===== src/rtl/stream_mux2.sv =====
// Two-input valid/ready stream merger with a one-word registered output slot.
// Tie arbitration is fixed priority (A wins) unless STREAM_MUX_RR_EN selects round-robin.
module stream_mux2 #(
    parameter int WIDTH = 16
) (
    input  logic             clk,
    input  logic             rst_n,
    input  logic             a_valid,
    input  logic [WIDTH-1:0] a_data,
    output logic             a_ready,
    input  logic             b_valid,
    input  logic [WIDTH-1:0] b_data,
    output logic             b_ready,
    output logic             out_valid,
    input  logic             out_ready,
    output logic [WIDTH-1:0] out_data,
    output logic             out_sel
);

    typedef enum logic {
        EMPTY = 1'b0,
        FULL  = 1'b1
    } state_t;

    state_t state;
    state_t next_state;
    logic   slot_free;
    logic   grant_a;
    logic   grant_b;

`ifdef STREAM_MUX_RR_EN
    logic prefer_b;
`endif

    always_ff @(posedge clk or negedge rst_n) begin
        if (!rst_n) begin
            state <= EMPTY;
        end else begin
            state <= next_state;
        end
    end

    // Holding rst_n in the free term keeps both readies low while reset is asserted.
    always_comb begin
        slot_free  = rst_n && ((state == EMPTY) || out_ready);
        grant_a    = 1'b0;
        grant_b    = 1'b0;
        next_state = state;

        if (slot_free) begin
            if (a_valid && b_valid) begin
`ifdef STREAM_MUX_RR_EN
                grant_a = !prefer_b;
                grant_b = prefer_b;
`else
                grant_a = 1'b1;
`endif
            end else begin
                grant_a = a_valid;
                grant_b = b_valid;
            end
        end

        if (grant_a || grant_b) begin
            next_state = FULL;
        end else if ((state == FULL) && out_ready) begin
            next_state = EMPTY;
        end
    end

    assign a_ready   = grant_a;
    assign b_ready   = grant_b;
    assign out_valid = (state == FULL);

    // Payload and source only change on an accepted word; otherwise they hold.
    always_ff @(posedge clk or negedge rst_n) begin
        if (!rst_n) begin
            out_data <= '0;
            out_sel  <= 1'b0;
        end else if (grant_a) begin
            out_data <= a_data;
            out_sel  <= 1'b0;
        end else if (grant_b) begin
            out_data <= b_data;
            out_sel  <= 1'b1;
        end
    end

`ifdef STREAM_MUX_RR_EN
    always_ff @(posedge clk or negedge rst_n) begin
        if (!rst_n) begin
            prefer_b <= 1'b0;
        end else if (grant_a) begin
            prefer_b <= 1'b1;
        end else if (grant_b) begin
            prefer_b <= 1'b0;
        end
    end
`endif

endmodule


===== config.mk =====
export PLATFORM = sky130hd
export DESIGN_NAME = stream_mux2
export DESIGN_NICKNAME = d
export VERILOG_FILES = /design/src/rtl/stream_mux2.sv
export SDC_FILE = /design/constraint.sdc
export NUM_CORES = 1
export LEC_CHECK = 0
export CAP_MARGIN = 0
export CORE_AREA = 2 2 55 57
export CTS_CLUSTER_SIZE = 24
export DETAILED_ROUTE_END_ITERATION = 10
export DIE_AREA = 0 0 57 59
export PLACE_DENSITY_LB_ADDON = 0.3
export SYNTH_ARGS = -nofsm -noshare
export SYNTH_HDL_FRONTEND = slang
export SYNTH_SLANG_ARGS = --single-unit

===== constraint.sdc =====
create_clock -name clk -period 3.1 [get_ports clk]
set_input_delay 0.62 -clock clk [delete_from_list [all_inputs] [get_ports clk]]
set_output_delay 0.62 -clock clk [all_outputs]
set_load 0.01 [all_outputs]

==> run metrics <==
clock sink count 18; Worst-Skew Late Latency 0.28 ns; CP Max Fanout 4; DIE WIDTH 57 um; Switching Share 30.7%; routed length on met2 1530 um; clock transition at the registers of the reported paths 0.10 ns; final setup vio count 0; DR vias/cell 5.71; Layout Cells excl Fill 189; total routed wirelength 3200 um; Tot GR Track Use 19.2%; fin crit share 87.3%; initial antenna violation count 0; vias after detailed routing 1080; Die ar. 0.00336 mm^2; Syn-to-layout area delta 47.2%; Worst Setup SP out_ready; DRT iter0 DRCs 16; worst vdd ir 0.288 mV; M1 WL 1450 um; post-CTS resize count 0; ANT cells 0; Seq pwr share 43.5%; PnR worst setup slack 0.392 ns; Final Util 63.1%; Min-Delay Path Class in -> async; chip height 59 um; commonest non-fill, non-tap cell in the layout clkdlybuf4s50_1; CTS buffer count 3; Yosys top cell area share 38.8%; crit path kind in -> out; highest-count cells in the layout ignoring fill and taps clkdlybuf4s50_1, inv_1, dfrtp_1, nor3_1; dpl cells 186; Synth Warn # 0; CTS Hold Bufs 0; Routed Antenna Nets 0; final slew viol count 0; root buf cell clkbuf_4; share of cells above drive strength 1 17.1%; Leak 0.663 nW; # Post-CTS Setup Buffers 0; drt pass-1 iters 4; Post-Synthesis Cell Area 0.00116 mm^2; fill cell count 235; CP Launch Type input port; met3 WL 198 um; first-pass GRT wire length 5120 um; min Tclk post-route 2.71 ns; status completed; vias in the first global route 1085; dpl hpwl 2280 um; Final TNS setup 0 ns; # port buffers 56; CTS tree built; Cell Pwr Density 428 mW/mm^2; Synth cell types 21; MaxCap Viol Count 0; Seq/Total Area, Yosys 38.8%; global route overflow 0; Post-Syn Nets 144; Nets 197; Core Region 0.00271 mm^2; slew margin rel. 56.9%; average size of a mapped cell 10.9 um^2; clock share of power 15.7%; pin count of the biggest net entering global routing 34; Internal 0.507 mW; boundary pin count 57; unrepaired setup endpoints after global routing false; Final Hold Fails 0; Gate power share 40.8%; Cells after Synth 107; Synth area leader dfrtp_1; FF-to-FF Start out_valid$_DFFE_PN0P_; clock buffer depth 2; num rows 19; DRC 0; Setup Skew 0.000566 ns; pre-CTS setup slack 0.412 ns; CP arrival 2.09 ns; CTS H-tree depth 1; required time worst endpoint 2.48 ns; Seq cells post-synth 18; Slew @ Worst Pin 0.647 ns; synth top area cells dfrtp_1, a41oi_2, o221a_1; wire per inst 16.9 um; P_sw 0.225 mW; top layer in use met4; GPL Wtd Cong 0.705; Max Clk Rate 369 MHz; Crit. End Element primary output; Initial Util 42.8%
## worst paths after layout
| path | end | slack [ns] | cells after the start |
|---|---|---|---|
| max in group asynchronous | out_data[7]$_DFFE_PN0P_ | 2.34 | 2 |
| worst max register to register | out_data[7]$_DFFE_PN0P_ | 1.24 | 4 |
| worst max-delay path | b_ready | 0.39 | 5 |
| worst min-delay path | out_sel$_DFFE_PN0P_ | 0.14 | 1 |
| worst min register to register | out_sel$_DFFE_PN0P_ | 0.53 | 2 |
| min in group clk | out_sel$_DFFE_PN0P_ | 0.53 | 2 |
## kinds of logic (layout without fill, tap and decap cells)
family / Yosys count / count (layout) / share of synthesized area [%]
AOI/OAI and AO/OA: 34 / 34 / 34.9
DFF: 18 / 18 / 38.8
buffers and inverters: 31 / 82 / 15.0
and+or+nand+nor: 24 / 24 / 11.3
## worst max-delay path, stage by stage
cell and delay [ns]:
clkdlybuf4s50_1 0.45, nand2b_1 0.23, nand3_1 0.14, nor2_1 0.10, clkdlybuf4s50_1 0.54
## flip-flops by register name, summed over array words and instances, names as in the netlist
| signal | cells |
|---|---|
| out_valid | 1 |
| out_data | 16 |
| out_sel | 1 |
## per-stage QoR
| stage | area [um^2] | power (mW) | hold slack (ns) |
|---|---|---|---|
| CTS | 1710 | 0.737 | 0.138 |
| global placement | 1690 | 0.613 | 0.450 |
| global route | 1710 | 0.768 | 0.134 |
| detailed placement | 1690 | 0.622 | 0.450 |
| floorplan | 1160 | 0.457 | 0.324 |
| finish | 1710 | 0.732 | 0.141 |
## cell usage after synthesis
master,instances
nor2_1,1
a41oi_1,6
buf_2,6
clkbuf_1,1
dfrtp_1,18
o21ai_0,1
and2_1,2
o221a_1,10
a41oi_2,10
buf_12,1
nand3_1,1
nand2_1,1
buf_4,1
nor2b_4,1
nand2b_1,1
inv_1,18
o221a_2,6
buf_6,4
a21oi_1,1
nor3_1,16
nand2_2,1
## power by group through the flow
stage,sequential (mW),combinational (mW),clock [mW]
floorplan,0.338,0.119,0
global placement,0.320,0.293,0
detailed placement,0.322,0.300,0
CTS,0.319,0.301,0.117
global route,0.325,0.317,0.126
finish,0.318,0.299,0.115
## area by class of cell
type	count	area (um^2)	share of cell area [%]
flip-flops and latches	18	450	26.4
clock buffers	3	22.5	1.32
well taps	31	38.8	2.27
multi-input cells	58	537	31.4
repair buffers	61	593	34.7
inverters	18	67.6	3.95
## layer usage
layer / vias up / global-route usage [%]
li1: 512 / -
met1: 529 / 27.3
met2: 37 / 30.2
met3: 2 / 4.15
met4: 0 / 4.32
met5: - / 0
(Power assumes the default switching activity.)
